$ cat src/rtl/eq_band_sched.sv
`default_nettype none
// ============================================================================
// eq_band_sched : round-robin owner of the shared coefficient-ROM MAC engine
//                 for the equalizer band filters; captures saturated Q1.15.
// Revision     : 1.0
// ============================================================================
module eq_band_sched #(
   parameter int NBANDS = 5,
   parameter int TAPS   = 1021,
   parameter int AW     = 10
) (
   input  logic              clk,
   input  logic              rst,
   input  logic [NBANDS-1:0] req,
   input  logic [31:0]       acc_rght,
   input  logic [31:0]       acc_lft,
   output logic [AW-1:0]     coef_addr,
   output logic [2:0]        band_sel,
   output logic              acc_clr,
   output logic              acc_en,
   output logic              busy,
   output logic [15:0]       out_rght,
   output logic [15:0]       out_lft,
   output logic [2:0]        out_band,
   output logic              out_vld,
   output logic [NBANDS-1:0] ovr
);

   typedef enum logic [2:0] {
      IDLE  = 3'd0,
      CLR   = 3'd1,
      RUN   = 3'd2,
      DRAIN = 3'd3,
      CAPT  = 3'd4
   } state_t;

   state_t            state;
   logic [NBANDS-1:0] pending;
   logic [2:0]        last;

   logic [7:0]        pend8;
   logic [3:0]        cand;
   logic              grant_vld;
   logic [2:0]        grant_idx;
   logic [NBANDS-1:0] grant_clr;

   logic [15:0]       sat_rght;
   logic [15:0]       sat_lft;
   logic              unused_lsbs;

   assign pend8 = 8'(pending);

   // Search upward from last+1, wrapping; cand never exceeds 2*NBANDS-1,
   // so a single conditional subtract implements the modulo.
   always_comb begin
      grant_vld = 1'b0;
      grant_idx = last;
      cand      = 4'd0;
      for (int k = 1; k <= NBANDS; k++) begin
         cand = {1'b0, last} + 4'(k);
         if (cand >= 4'(NBANDS))
            cand = cand - 4'(NBANDS);
         if (!grant_vld && pend8[cand[2:0]]) begin
            grant_vld = 1'b1;
            grant_idx = cand[2:0];
         end
      end
   end

   assign grant_clr = (state == IDLE && grant_vld) ? (NBANDS'(1) << grant_idx) : '0;

   // Bits 31 and 30 agreeing means a[30:15] already holds the Q1.15 value.
   assign sat_rght = (acc_rght[31] == acc_rght[30]) ? acc_rght[30:15]
                   : (acc_rght[31] ? 16'h8000 : 16'h7FFF);
   assign sat_lft  = (acc_lft[31] == acc_lft[30]) ? acc_lft[30:15]
                   : (acc_lft[31] ? 16'h8000 : 16'h7FFF);
   assign unused_lsbs = ^{acc_rght[14:0], acc_lft[14:0]};

   always_ff @(posedge clk or posedge rst) begin
      if (rst) begin
         state     <= IDLE;
         pending   <= '0;
         ovr       <= '0;
         last      <= 3'(NBANDS - 1);
         coef_addr <= '0;
         band_sel  <= 3'd0;
         acc_clr   <= 1'b0;
         acc_en    <= 1'b0;
         busy      <= 1'b0;
         out_rght  <= 16'd0;
         out_lft   <= 16'd0;
         out_band  <= 3'd0;
         out_vld   <= 1'b0;
      end else begin
         // A request landing on the grant of its own band survives as new work.
         pending <= (pending & ~grant_clr) | req;
         ovr     <= ovr | (req & pending & ~grant_clr);
         acc_en  <= (state == RUN);
         acc_clr <= 1'b0;
         out_vld <= 1'b0;
         case (state)
            IDLE: begin
               if (grant_vld) begin
                  band_sel  <= grant_idx;
                  last      <= grant_idx;
                  acc_clr   <= 1'b1;
                  coef_addr <= '0;
                  busy      <= 1'b1;
                  state     <= CLR;
               end
            end
            CLR: begin
               coef_addr <= '0;
               state     <= RUN;
            end
            RUN: begin
               if (coef_addr == AW'(TAPS - 1)) begin
                  coef_addr <= '0;
                  state     <= DRAIN;
               end else begin
                  coef_addr <= coef_addr + 1'b1;
               end
            end
            DRAIN: begin
               state <= CAPT;
            end
            CAPT: begin
               out_rght <= sat_rght;
               out_lft  <= sat_lft;
               out_band <= band_sel;
               out_vld  <= 1'b1;
               busy     <= 1'b0;
               state    <= IDLE;
            end
            default: begin
               busy  <= 1'b0;
               state <= IDLE;
            end
         endcase
      end
   end

endmodule
`default_nettype wire

$ cat config.mk
export PLATFORM = sky130hd
export DESIGN_NAME = eq_band_sched
export DESIGN_NICKNAME = d
export VERILOG_FILES = /design/src/rtl/eq_band_sched.sv
export SDC_FILE = /design/constraint.sdc
export NUM_CORES = 1
export LEC_CHECK = 0
export CAP_MARGIN = 25
export CORE_ASPECT_RATIO = 1.4
export CORE_MARGIN = 5
export CORE_UTILIZATION = 50
export DETAILED_ROUTE_END_ITERATION = 8
export GPL_TIMING_DRIVEN = 0
export PLACE_DENSITY = 0.9
export SYNTH_ARGS = -nofsm -noshare
export SYNTH_HDL_FRONTEND = slang
export SYNTH_SLANG_ARGS = --single-unit
$ cat constraint.sdc
create_clock -name clk -period 10.5 [get_ports clk]
set_clock_uncertainty 0.05 [all_clocks]
set_input_delay 1.575 -clock clk [delete_from_list [all_inputs] [get_ports clk]]
set_output_delay 1.575 -clock clk [all_outputs]
set_load 0.1 [all_outputs]
# Word-level counts from Yosys, hierarchy flattened
# Cells that the tools add are included.
# totals
in_bits	71
ram_bits	0
latchBits	0
rom_bits	0
n_memories	0
out_inout_bits	57
word_cells	108
ff_bits	68
# classes
reduce_logical	16
bitwise_logic	7
add_sub_neg	11
n_lt_le_gt_ge	10
mux	41
shifts	1
div_mod_pow	0
multipliers	0
n_eq_ne	9
# op_table
op	n
16-bit two-way mux	4
3-bit two-way mux	12
10-bit one-hot mux with 3 select lines	1
4-bit by 3-bit greater-or-equal comparator with 1-bit output, second input constant	5
3-bit by 4-bit < comparator with 1-bit output, second input constant	5
10-bit two-way mux	2
5-bit AND	3
1-bit binary-select mux with 3-bit select	5
3-bit subtractor, second input constant	5
1-bit two-way mux	14
3-bit one-hot mux with 4 select lines	1
10-bit by 1-bit adder with 10-bit output, second input constant	1
10-bit == test, second input constant	1
5-bit bitwise OR	2
3-bit by 2-bit adder with 4-bit output, second input constant	2
3-bit by 3-bit adder with 4-bit output, second input constant	2
2-bit AND reduction	4
3-bit by 2-bit == test with 1-bit output, second input constant	2
1-bit logical AND	5
5-bit two-way mux	1
5-bit NOT	1
1-bit by 3-bit << shifter with 5-bit output, first input constant	1
3-bit by 1-bit adder with 4-bit output, second input constant	1
1-bit zero test	4
other kinds (10)	11

# Depth between registers and ports, before layout
# logic_depth
word_depth	23
ltp_mapped	16
mapped_depth_nobuf	13

# Worst setup path after synthesis
# No wires, ideal clock.
# synth_timing
path_type	register -> register
startpoint	register, netlist name band_sel[0]
endpoint	register ovr[2]
path_slack_ns	6.799
stages_incl_launch_ff	15
synth_period_minus_slack_ns	3.701
arrival_time_ns	3.530
setup_ns	0.121
path_buffers	2
t_required_ns	10.329
cell_sequence	dfrtp_1 buf_6 inv_2 buf_6 ha_1 a21o_1 mux4_2 mux2i_1 o32ai_1 mux2_2 or3_1 o211ai_2 o22ai_4 nand3b_4 a31o_1
# synth_rtl
item	line_no	source
end signal: assignment	97	ovr <= ovr | (req & pending & ~grant_clr);
end: declaration	26	output logic [NBANDS-1:0] ovr

==> summary.txt <==
Synth
  • Mapped cell area: 4060 um2
  • Synth Flop Type: dfrtp_1
  • Syn Inst Count: 441
  • Syn nets: 529
  • Ys async rst share: 100%
  • Avg Inst Size Synth: 9.22 um2
  • Post-synthesis register bit count: between 60 and 70
  • Synth cell types: 74
  • Post-synth EDFFs: 0
  • Number of synthesis warnings: 0
  • Seq/Total Area, Yosys: between 40% and 50%

Clock network
  • Clock Latency Late Sink: 0.34 ns
  • CTS tree: done
  • Post-cts sizing count: 0
  • CTS Buf Count: 9
  • CTS root buffer: clkbuf_16
  • CTS Hold Bufs: 0
  • Clock Path Buffers: 2
  • Clock Sink Count: 66
  • Reg clk slew, reported paths: 0.05 ns
  • CTS H-tree depth: 3
  • Setup Buffers After CTS: 0

STA
  • Post-route minimum period: 4.34 ns
  • Slew margin rel.: 31.6%
  • Unrepaired setup endpoints after global routing: false
  • Final period util: about two fifths
  • Max Clock Freq: 231 MHz
  • Setup TNS Final: 0 ns
  • Hold Fails Final Rpt: 0
  • Max-slew violation count: 0
  • Final setup fails: 0
  • Slew @ Worst Pin: 1.02 ns

Cells and area
  • Final net count: 638
  • N_diodes: 0
  • Final Core Density: 67.5%
  • Filler Cell Count: about 600
  • Share of layout cells above drive strength 1: 9.40%
  • P&R area growth vs syn: 33.8%

Pwr
  • Power density over the cells: 129 nW/um2
  • Static Leakage: 2.23 nW
  • Peak supply drop: 117 uV

Placed design
  • Port Buffer Count: 97
  • Dpl hpwl: about 8800 um
  • Final RePlAce weighted congestion: approximately 0.97

Worst hold path
  • Hold WC Path Type: flip-flop to flip-flop

Detailed routing
  • Routed wire length per instance: 18.7 um
  • Via density: around 6.0
  • Vias: between 3000 and 4000
  • Pre-antenna DRT Iters: 5
  • Final ANT Viol Nets: 0
  • Initial DRC count: 281
  • Residual DRC: 0
  • Final wirelength: 12200 um

Critical path
  • WS Path Type: flip-flop to flip-flop
  • Worst path max stage delay: 0.50 ns
  • CP startpoint kind: flip-flop
  • Worst-path fanout max: 12
  • Slowest CP cell: dfrtp_1
  • Sum of buffers and inverters on the critical path: 5
  • Worst EP arrival: 4.48 ns
  • CP Cell Sequence: buf_6 > inv_2 > buf_6 > ha_1 > inv_1 > fa_1 > a21oi_1 > o21ai_0 > a311o_1 > nor2_1 > nand3_1 > o31ai_2 > buf_4 > nor3_1 > xnor2_1 > nor2_1
  • Top delay family on crit path: compound AO/OA/AOI/OAI gates
  • CP required: between 10 and 15 ns
  • CP Capture Type: flip-flop

Global route
  • Gr usage total: between 20% and 30%
  • Initial antenna violation count: 0
  • Global-route wire length before repair: 19800 um
  • Gr ovfl total: 0
  • Pin count of the biggest net entering global routing: 36
  • Vias in the first global route: 4076

Die
  • Die area: 10100 um2
  • Die Y: 117 um
  • I/O pin count: 128
  • Initial Util: 50.5%
  • Row count: 39
  • Core ar.: 8050 um2
  • Die Wd: 86.2 um

Outcome
  • Status: complete, no violations

Flow run
  • Max Cap Viol: 0
==> cell type report <==
type	instances	area (um2)	share of cell area (%)
flip-flops and latches	66	1650	30.4
multi-input cells	326	2170	39.8
clock buffers	14	254	4.67
repair buffers	98	991	18.2
well taps	102	128	2.35
plain buffers	28	166	3.06
inverters	21	78.8	1.45
==> state kept, by name (all words and copies together), names as in the netlist <==
signal,count
out_lft,16
busy,1
out_band,3
ovr,5
band_sel,3
out_vld,1
out_rght,16
state,3
last,1
acc_clr,1
pending,5
coef_addr,10
acc_en,1
==> cells in the mapped netlist (3+ instances only) <==
cell type | instances | share of area [%]
ha_1 | 16 | 4.9
o21a_1 | 4 | 0.74
nor2b_1 | 5 | 0.77
nor2_1 | 54 | 5.0
xnor2_1 | 7 | 1.5
a31o_1 | 4 | 0.86
buf_4 | 6 | 1.1
mux2i_1 | 4 | 0.99
o21ai_1 | 7 | 0.86
buf_6 | 5 | 1.4
nand4_1 | 3 | 0.46
or3_1 | 5 | 0.77
inv_1 | 19 | 1.8
mux2_2 | 4 | 1.1
a21oi_1 | 73 | 9.0
o211ai_1 | 3 | 0.55
nor3_1 | 11 | 1.4
dfrtp_1 | 65 | 40
nor3b_1 | 4 | 0.74
nand2b_1 | 6 | 0.92
clkbuf_1 | 14 | 1.3
a21o_1 | 8 | 1.5
nand2_1 | 27 | 2.5
o31ai_2 | 4 | 1.2
o21ai_0 | 13 | 1.6
nand3_1 | 6 | 0.74
==> worst paths after layout <==
path	start	to	slack [ns]	depth (start not counted)
hold reg to reg	ovr[3]	ovr[3]	0.42	1
min in group asynchronous	rst	out_rght[11]	1.62	2
hold / removal	ovr[3]	ovr[3]	0.42	1
setup reg to reg	band_sel[0]	coef_addr[5]	6.16	16
setup / recovery	band_sel[0]	coef_addr[5]	6.16	16
max in group asynchronous	rst	last[2]	8.09	3
==> cells by family after synthesis <==
family	Yosys count	synth area share, %
AOI/OAI and AO/OA	152	25.1
DFF	66	40.7
and+or+nand+nor	139	17.3
xor gates and xnor gates	7	1.51
adders and majority gates	17	5.42
buffers and inverters	49	6.03
muxes	11	3.94
==> per-layer routing <==
metal,vias to the layer above,share of wire [%],global-route usage (%)
met4,0,3.6,11.6
met5,-,0,0
met1,1895,34,25.5
li1,1799,-,-
met2,192,52,46.1
met3,47,10,9.67
==> per-stage QoR <==
step | setup slack [ns] | total power [mW] | instances | hold WS, ns | cell area [um2]
floorplan | 6.80 | 0.388 | 441 | 0.439 | 4060
global placement | 6.21 | 0.430 | 640 | 0.400 | 5160
detailed placement | 6.26 | 0.435 | 641 | 0.412 | 5180
CTS | 6.22 | 0.699 | 655 | 0.423 | 5440
global route | 5.93 | 0.725 | 655 | 0.458 | 5440
finish | 6.16 | 0.700 | 655 | 0.420 | 5440
==> report_power, final <==
part / internal, mW / switching, mW
Combinational: 0.0726 / 0.103
Clock: 0.164 / 0.101
Sequential: 0.256 / 0.00300
Total: 0.492 / 0.208
==> cell usage in the layout (no fill, tap or decap), types with 4 or more instances in the layout <==
| cell type | Yosys | final |
|---|---|---|
| clkdlybuf4s50_1 | 0 | 97 |
| a21oi_1 | 73 | 73 |
| dfrtp_1 | 65 | 65 |
| nor2_1 | 54 | 54 |
| nand2_1 | 27 | 27 |
| clkbuf_1 | 14 | 18 |
| inv_1 | 19 | 18 |
| ha_1 | 16 | 16 |
| o21ai_0 | 13 | 13 |
| nor3_1 | 11 | 11 |
| clkbuf_16 | 0 | 9 |
| a21o_1 | 8 | 8 |
| o21ai_1 | 7 | 7 |
| xnor2_1 | 7 | 7 |
| buf_4 | 6 | 6 |
| nand2b_1 | 6 | 6 |
| nand3_1 | 6 | 6 |
| buf_6 | 5 | 5 |
| or3_1 | 5 | 5 |
| nor2b_1 | 5 | 5 |
| nor3b_1 | 4 | 4 |
| mux2i_1 | 4 | 4 |
| o21a_1 | 4 | 4 |
| o31ai_2 | 4 | 4 |
| mux2_2 | 4 | 4 |
| a31o_1 | 4 | 4 |
==> worst register-to-register path, stage by stage (launching register included) <==
cell,delay [ns]
dfrtp_1,0.50
buf_6,0.21
inv_2,0.06
buf_6,0.15
ha_1,0.22
inv_1,0.07
fa_1,0.41
a21oi_1,0.37
o21ai_0,0.26
a311o_1,0.43
nor2_1,0.31
nand3_1,0.18
o31ai_2,0.41
buf_4,0.25
nor3_1,0.08
xnor2_1,0.15
nor2_1,0.08
No activity file was read; power rests on OpenSTA's default activity.
